==> src/rtl/dispatch_ctl.sv <==
// dispatch_ctl
//   Moves decoded instructions from decode into the ROB and the per-FU
//   reservation stations (ALU, LS). Downstream capacity is tracked with
//   credits instead of a ready signal. A small skid FIFO holds instructions
//   between decode and dispatch and back-pressures decode when it is full.
//   Dispatch stops after an HLT instruction is dispatched. A mispredict flush
//   discards all buffered work and returns every credit to its full value.
//
// Ports
//   in_clk, in_rst_n                 clock (rising edge), async active-low reset
//   in_dec_valid / out_dec_ready     decode handshake
//   in_dec_fu_id                     target FU: 0 = ALU, 1 = LS
//   in_dec_is_hlt                    instruction is HLT
//   in_dec_payload                   opaque decoded fields, passed through
//   out_disp_valid                   dispatch fires this cycle
//   out_disp_fu_id, out_disp_payload FIFO head (zero when the FIFO is empty)
//   in_rob_commit                    one ROB entry freed
//   in_alu_rs_free, in_ls_rs_free    one RS entry freed in that station
//   in_flush                         mispredict: discard all, restore credits
//   out_rob_credits                  current ROB credit count
//   out_halted                       HLT dispatched, dispatch frozen
//   out_credit_err                   sticky: a credit came back while at max
//
// Handshake: an instruction moves from decode into the FIFO on any rising edge
// where in_dec_valid and out_dec_ready are both high. out_dec_ready never looks
// at in_dec_valid, and a pop in the same cycle never raises it. On the
// dispatch side there is no ready: out_disp_valid high means the head
// instruction has been consumed at the next edge and its credits are spent.

module dispatch_ctl #(
  parameter int ROB_SIZE    = 16,
  parameter int ALU_RS_SIZE = 4,
  parameter int LS_RS_SIZE  = 4,
  parameter int BUF_DEPTH   = 2,
  parameter int PAYLOAD_W   = 128
) (
  input  logic                          in_clk,
  input  logic                          in_rst_n,
  input  logic                          in_dec_valid,
  input  logic                          in_dec_fu_id,
  input  logic                          in_dec_is_hlt,
  input  logic [PAYLOAD_W-1:0]          in_dec_payload,
  output logic                          out_dec_ready,
  output logic                          out_disp_valid,
  output logic                          out_disp_fu_id,
  output logic [PAYLOAD_W-1:0]          out_disp_payload,
  input  logic                          in_rob_commit,
  input  logic                          in_alu_rs_free,
  input  logic                          in_ls_rs_free,
  input  logic                          in_flush,
  output logic [$clog2(ROB_SIZE+1)-1:0] out_rob_credits,
  output logic                          out_halted,
  output logic                          out_credit_err
);

  localparam int RW = $clog2(ROB_SIZE + 1);
  localparam int AW = $clog2(ALU_RS_SIZE + 1);
  localparam int LW = $clog2(LS_RS_SIZE + 1);
  localparam int CW = $clog2(BUF_DEPTH + 1);
  localparam int PW = (BUF_DEPTH > 1) ? $clog2(BUF_DEPTH) : 1;

  localparam logic [RW-1:0] ROB_MAX = RW'(ROB_SIZE);
  localparam logic [AW-1:0] ALU_MAX = AW'(ALU_RS_SIZE);
  localparam logic [LW-1:0] LS_MAX  = LW'(LS_RS_SIZE);
  localparam logic [CW-1:0] BUF_MAX = CW'(BUF_DEPTH);
  localparam logic [PW-1:0] PTR_LAST = PW'(BUF_DEPTH - 1);

  typedef enum logic [1:0] {
    ST_RUN     = 2'd0,
    ST_HALTED  = 2'd1,
    ST_RECOVER = 2'd2
  } state_t;

  state_t          state_q;
  logic [PW-1:0]   rd_ptr_q, wr_ptr_q;
  logic [CW-1:0]   count_q, count_next;
  logic [RW-1:0]   rob_cred_q, rob_cred_next;
  logic [AW-1:0]   alu_cred_q, alu_cred_next;
  logic [LW-1:0]   ls_cred_q, ls_cred_next;
  logic            rob_err, alu_err, ls_err;
  logic            halted_q, credit_err_q;

  // FIFO storage; contents are only meaningful below count_q, so no reset.
  logic [PAYLOAD_W-1:0] buf_payload [BUF_DEPTH];
  logic                 buf_fu      [BUF_DEPTH];
  logic                 buf_hlt     [BUF_DEPTH];

  logic empty, push, fire, fire_alu, fire_ls;
  logic head_fu, head_hlt, rs_ok;

  function automatic logic [PW-1:0] ptr_inc(input logic [PW-1:0] p);
    return (p == PTR_LAST) ? '0 : p + PW'(1);
  endfunction

  always_comb begin
    empty         = (count_q == '0);
    out_dec_ready = (state_q == ST_RUN) && (count_q < BUF_MAX);
    push          = in_dec_valid && out_dec_ready;
    head_fu       = empty ? 1'b0 : buf_fu[rd_ptr_q];
    head_hlt      = empty ? 1'b0 : buf_hlt[rd_ptr_q];
    rs_ok         = head_fu ? (ls_cred_q != '0) : (alu_cred_q != '0);
    fire          = (state_q == ST_RUN) && !empty && (rob_cred_q != '0) && rs_ok;
    fire_alu      = fire && !head_fu;
    fire_ls       = fire && head_fu;

    out_disp_valid   = fire;
    out_disp_fu_id   = head_fu;
    out_disp_payload = empty ? '0 : buf_payload[rd_ptr_q];
    out_rob_credits  = rob_cred_q;
    out_halted       = halted_q;
    out_credit_err   = credit_err_q;
  end

  always_comb begin
    count_next = count_q;
    case ({push, fire})
      2'b10:   count_next = count_q + CW'(1);
      2'b01:   count_next = count_q - CW'(1);
      default: count_next = count_q;
    endcase
  end

  // Credit update: spend on fire, return on free. Fire and free together
  // cancel. A return while already full saturates and flags an error.
  always_comb begin
    rob_cred_next = rob_cred_q;
    rob_err       = 1'b0;
    case ({fire, in_rob_commit})
      2'b10: rob_cred_next = rob_cred_q - RW'(1);
      2'b01: begin
        if (rob_cred_q == ROB_MAX) rob_err = 1'b1;
        else                       rob_cred_next = rob_cred_q + RW'(1);
      end
      default: rob_cred_next = rob_cred_q;
    endcase

    alu_cred_next = alu_cred_q;
    alu_err       = 1'b0;
    case ({fire_alu, in_alu_rs_free})
      2'b10: alu_cred_next = alu_cred_q - AW'(1);
      2'b01: begin
        if (alu_cred_q == ALU_MAX) alu_err = 1'b1;
        else                       alu_cred_next = alu_cred_q + AW'(1);
      end
      default: alu_cred_next = alu_cred_q;
    endcase

    ls_cred_next = ls_cred_q;
    ls_err       = 1'b0;
    case ({fire_ls, in_ls_rs_free})
      2'b10: ls_cred_next = ls_cred_q - LW'(1);
      2'b01: begin
        if (ls_cred_q == LS_MAX) ls_err = 1'b1;
        else                     ls_cred_next = ls_cred_q + LW'(1);
      end
      default: ls_cred_next = ls_cred_q;
    endcase
  end

  always_ff @(posedge in_clk) begin
    if (push) begin
      buf_payload[wr_ptr_q] <= in_dec_payload;
      buf_fu[wr_ptr_q]      <= in_dec_fu_id;
      buf_hlt[wr_ptr_q]     <= in_dec_is_hlt;
    end
  end

  always_ff @(posedge in_clk or negedge in_rst_n) begin
    if (!in_rst_n) begin
      state_q      <= ST_RUN;
      rd_ptr_q     <= '0;
      wr_ptr_q     <= '0;
      count_q      <= '0;
      rob_cred_q   <= ROB_MAX;
      alu_cred_q   <= ALU_MAX;
      ls_cred_q    <= LS_MAX;
      halted_q     <= 1'b0;
      credit_err_q <= 1'b0;
    end else if (in_flush) begin
      // Frees arriving with the flush are dropped: credits return to full.
      state_q    <= ST_RECOVER;
      rd_ptr_q   <= '0;
      wr_ptr_q   <= '0;
      count_q    <= '0;
      rob_cred_q <= ROB_MAX;
      alu_cred_q <= ALU_MAX;
      ls_cred_q  <= LS_MAX;
      halted_q   <= 1'b0;
    end else begin
      rob_cred_q <= rob_cred_next;
      alu_cred_q <= alu_cred_next;
      ls_cred_q  <= ls_cred_next;
      if (rob_err || alu_err || ls_err) credit_err_q <= 1'b1;

      case (state_q)
        ST_RUN: begin
          if (fire && head_hlt) begin
            // Everything behind the HLT, including a same-cycle push, is dropped.
            state_q  <= ST_HALTED;
            halted_q <= 1'b1;
            rd_ptr_q <= '0;
            wr_ptr_q <= '0;
            count_q  <= '0;
          end else begin
            if (push) wr_ptr_q <= ptr_inc(wr_ptr_q);
            if (fire) rd_ptr_q <= ptr_inc(rd_ptr_q);
            count_q <= count_next;
          end
        end
        ST_HALTED:  state_q <= ST_HALTED;
        ST_RECOVER: state_q <= ST_RUN;
        default:    state_q <= ST_RUN;
      endcase
    end
  end

endmodule

==> config.mk <==
export PLATFORM = sky130hd
export DESIGN_NAME = dispatch_ctl
export DESIGN_NICKNAME = d
export VERILOG_FILES = /design/src/rtl/dispatch_ctl.sv
export SDC_FILE = /design/constraint.sdc
export NUM_CORES = 1
export LEC_CHECK = 0
export BUFFER_PORTS_ARGS = -buffer_cell sky130_fd_sc_hd__buf_4
export CAP_MARGIN = 5
export CORE_AREA = 8 8 184 151
export DETAILED_ROUTE_END_ITERATION = 12
export DIE_AREA = 0 0 192 159
export GPL_TIMING_DRIVEN = 1
export HOLD_SLACK_MARGIN = 0.06
export PLACE_DENSITY = 0.69
export SLEW_MARGIN = 15
export SYNTH_ARGS = -nofsm -noshare
export SYNTH_HDL_FRONTEND = slang
export SYNTH_SLANG_ARGS = --single-unit
==> constraint.sdc <==
create_clock -name in_clk -period 13.8 [get_ports in_clk]
set_input_delay 2.07 -clock in_clk [delete_from_list [all_inputs] [get_ports in_clk]]
set_output_delay 2.07 -clock in_clk [all_outputs]
set_load 0.1 [all_outputs]
==> Flow_metrics.wiki <==
{| class="wikitable"
! Metric !! Value
|-
| Result of the run || finished clean
|-
| Placed standard-cell area || 0.0134 mm2
|-
| Maximum number of pins on one net before global-route repair || 81
|-
| Endpoints failing hold || 0
|-
| Total clock buffers created by CTS || 28
|-
| Crit start category || flop
|-
| Post-CTS setup repair buffer count || 0
|-
| Cell Count Post-Placement || 1263
|-
| Port-buffer cells || 274
|-
| Largest fanout on the critical path || 52
|-
| Most used cells in the layout excluding fill and tap cells || sky130_fd_sc_hd__buf_4 (282), sky130_fd_sc_hd__edfxtp_1 (260), sky130_fd_sc_hd__nor2_1 (140), sky130_fd_sc_hd__mux2i_1 (131), sky130_fd_sc_hd__clkbuf_16 (28)
|-
| Worst-case headroom to the max-slew limit || 25.7%
|-
| Iter 0 DRT Violations || 340
|-
| Static leakage || 5.32 nW
|-
| Chip Width || 192 um
|-
| Antenna cells || 0
|-
| # IOs || 275
|-
| Overall track demand over capacity in global routing || 15.5%
|-
| Post-route clock skew || 12.9 ps
|-
| Vias in the first global route || 6805
|-
| Cell area after layout || 0.0143 mm2
|-
| Total power divided by cell area || 205 mW/mm2
|-
| Tightest Pin Transition || 1110 ps
|-
| Count of endpoints failing setup in the final report || 0
|-
| Post-route setup TNS || 0 ps
|-
| Synth unique cells || 48
|-
| Final number of max-transition violations || 0
|-
| Clock Sinks || 279
|-
| Number of placement rows || 52
|-
| Capturing element type of the critical path || output pin
|-
| Top_reg_cell synth || sky130_fd_sc_hd__edfxtp_1
|-
| Final worst path period share || 37.9%
|-
| Startpoint-to-endpoint class of the critical path || reg2out
|-
| Worst EP arrival || 3160 ps
|-
| Minimum clock period || 5230 ps
|-
| Clock tree from TritonCTS || yes
|-
| Half-perimeter wire length of the detailed placement result || 16.5 mm
|-
| Routability-driven placement congestion ratio || 0.755
|-
| Netlist area before placement || 0.0110 mm2
|-
| YS warnings || 0
|-
| Final ANT Viol Nets || 0
|-
| Area growth from synthesis to layout || 30.5%
|-
| Sequential cell area || 0.00829 mm2
|-
| CP bufs+invs || 2
|-
| Type of the most critical hold path || reg2reg
|-
| Clock latency on the worst-skew pair || 530 ps
|-
| Async SR Flop Fraction || 6.81%
|-
| Synthesized area per cell || 15.9 um2
|-
| Die area || 0.0305 mm2
|-
| Cell at the root of the clock tree || sky130_fd_sc_hd__clkbuf_16
|-
| Total number of vias || 6625
|-
| Final std cells w/o fill || 1315
|-
| Delay of the slowest critical-path stage || 1030 ps
|-
| CTS clock-pin slew for the worst setup and hold paths || 60 ps
|-
| Crit path cell chain || mux2_2 -> a21boi_0 -> o21ai_1 -> inv_1 -> buf_4
|-
| Number of antenna violations at the first check in global routing || 1
|-
| Ratio of cells with drive above 1 in the final layout || 33.9%
|-
| Initial DRT Pass Iterations || 4
|-
| Count of hold-fix buffers inserted at cts || 0
|-
| Area used by multi-input combinational logic || 0.00256 mm2
|-
| Proportion of synthesized area in mux cells || 12.2%
|-
| Number of synthesized flops with an enable pin || 260
|-
| Number of nets in the synthesized netlist || 834
|-
| Max-capacitance violation count || 0
|-
| Sequential cell area fraction in the yosys report || 75.4%
|-
| Fill count || 1959
|-
| Area of the core || 0.0249 mm2
|-
| Die Ht || 159 um
|-
| Synthesized-area fraction occupied by ao, oa, aoi and oai cells || 2.64%
|-
| Wire per inst || 18.7 um
|-
| Simple logic cell fraction of the synthesized area || 6.83%
|-
| Number of H-tree branching levels || 1
|-
| Maximum number of buffers from clock root to sink || 3
|-
| Most common cell after layout, fill and taps aside || sky130_fd_sc_hd__buf_4
|-
| Data required time of the critical path || 11730 ps
|-
| Post-Synth XOR/XNOR Area || 0.398%
|-
| Net count, final || 1113
|-
| Achievable Freq || 191 MHz
|-
| Overflow after GRT || 0
|-
| Cell class contributing the biggest share of worst-path delay || flip-flops
|-
| Final Core Density || 57.7%
|-
| Worst hold slack || 464 ps
|-
| Gate count after technology mapping || 690
|-
| Starting Density || 44.2%
|-
| DRT Wirelength || 24.6 mm
|-
| Number of remaining DRC errors || 0
|-
| Master of the slowest instance on the critical path || sky130_fd_sc_hd__dfrtp_4
|-
| Synth Register Bits || 279
|-
| Main combinational cell family by area after synthesis || multiplexers
|-
| Wire length of the first global-routing pass || 37.9 mm
|-
| Share of synthesized cell area in full adder, half adder and majority cells || 1.00%
|-
| Unrepaired setup endpoints after global routing || false
|-
| Max rail drop VDD || 0.153 mV
|-
| Number of gates resized after CTS || 0
|-
| Routed via count divided by cell count || 5.04
|}
[synthesized netlist by cell type, drive strengths merged (2+ instances only)]
master   count  share of area (%)
nand3        2              0.091
inv         11               0.38
nor3        13               0.59
and3         3               0.17
nand4        2               0.11
nand2        7               0.24
a2111oi      2               0.23
o211ai       2               0.14
o31ai        2               0.14
or3          4               0.23
fa           3               0.55
nor2b        2               0.11
a211oi       2               0.14
dfrtp       16                3.6
mux2i      131                 12
o21ai        7               0.32
nor4         2               0.11
mux2         3               0.31
buf         11               0.39
nor2       141                4.8
a21oi        8               0.36
dfstp        3               0.72
xnor2        5               0.40
a21o         3               0.20
edfxtp     260                 71
clkbuf      22               0.75
o221ai       2               0.16
ha           4               0.46
o32ai        2               0.16
[per-stage QoR]
stage | total power, mW | setup WS (ps)
detailed placement | 2.21 | 8730
global placement | 2.20 | 8740
floorplan | 1.95 | 4770
CTS | 2.98 | 8520
finish | 2.94 | 8570
global route | 3.05 | 8360
[power by group]
part	leakage (nW)	switching [mW]	total [mW]	internal, mW
Sequential	2.63	0.0366	1.01	0.977
Clock	0.447	0.310	0.760	0.449
Combinational	2.25	0.917	1.17	0.253
[cells by family after synthesis]
group,count (synthesis)
AOI/OAI and AO/OA,40
xor gates and xnor gates,5
adders and majority gates,7
buffers and inverters,44
DFF,279
muxes,134
and+or+nand+nor,181
[per-layer routing]
| layer | part of all wire, % | up-vias | wire length (um) | track usage [%] |
|---|---|---|---|---|
| met5 | 0.053 | - | 13 | 0 |
| met2 | 48 | 198 | 11800 | 25.4 |
| li1 | - | 3126 | - | - |
| met4 | 1.9 | 2 | 470 | 3.26 |
| met3 | 8.4 | 34 | 2060 | 5.14 |
| met1 | 42 | 3265 | 10200 | 19.8 |
[cell type report]
type / count / area share [%]
Timing Repair Buffer: 282 / 14.8
Multi-Input combinational cell: 367 / 17.8
Sequential cell: 279 / 57.8
Tap cell: 324 / 2.83
Clock buffer: 33 / 5.01
Inverter: 11 / 0.288
Clock inverter: 19 / 1.50
[final timing paths]
kind | from | end | slack [ps] | cells after the start
max in group asynchronous | in_rst_n | alu_cred_q[2] | 12120 | 1
min | out_credit_err | out_credit_err | 460 | 1
max reg2reg | rd_ptr_q | rd_ptr_q | 10420 | 5
max | rd_ptr_q | out_disp_valid | 8570 | 5
min reg2reg | out_credit_err | out_credit_err | 460 | 1
min in group asynchronous | in_rst_n | out_rob_credits[2] | 1410 | 1
[flip-flops by register name (all words and copies together), names as in the netlist]
signal and count:
buf_payload 256, out_rob_credits 5, alu_cred_q 3, ls_cred_q 3, buf_fu 2, buf_hlt 2
count_q 2, state_q 2, out_credit_err 1, out_halted 1, rd_ptr_q 1, wr_ptr_q 1
Power figures use the tool's default switching activity.
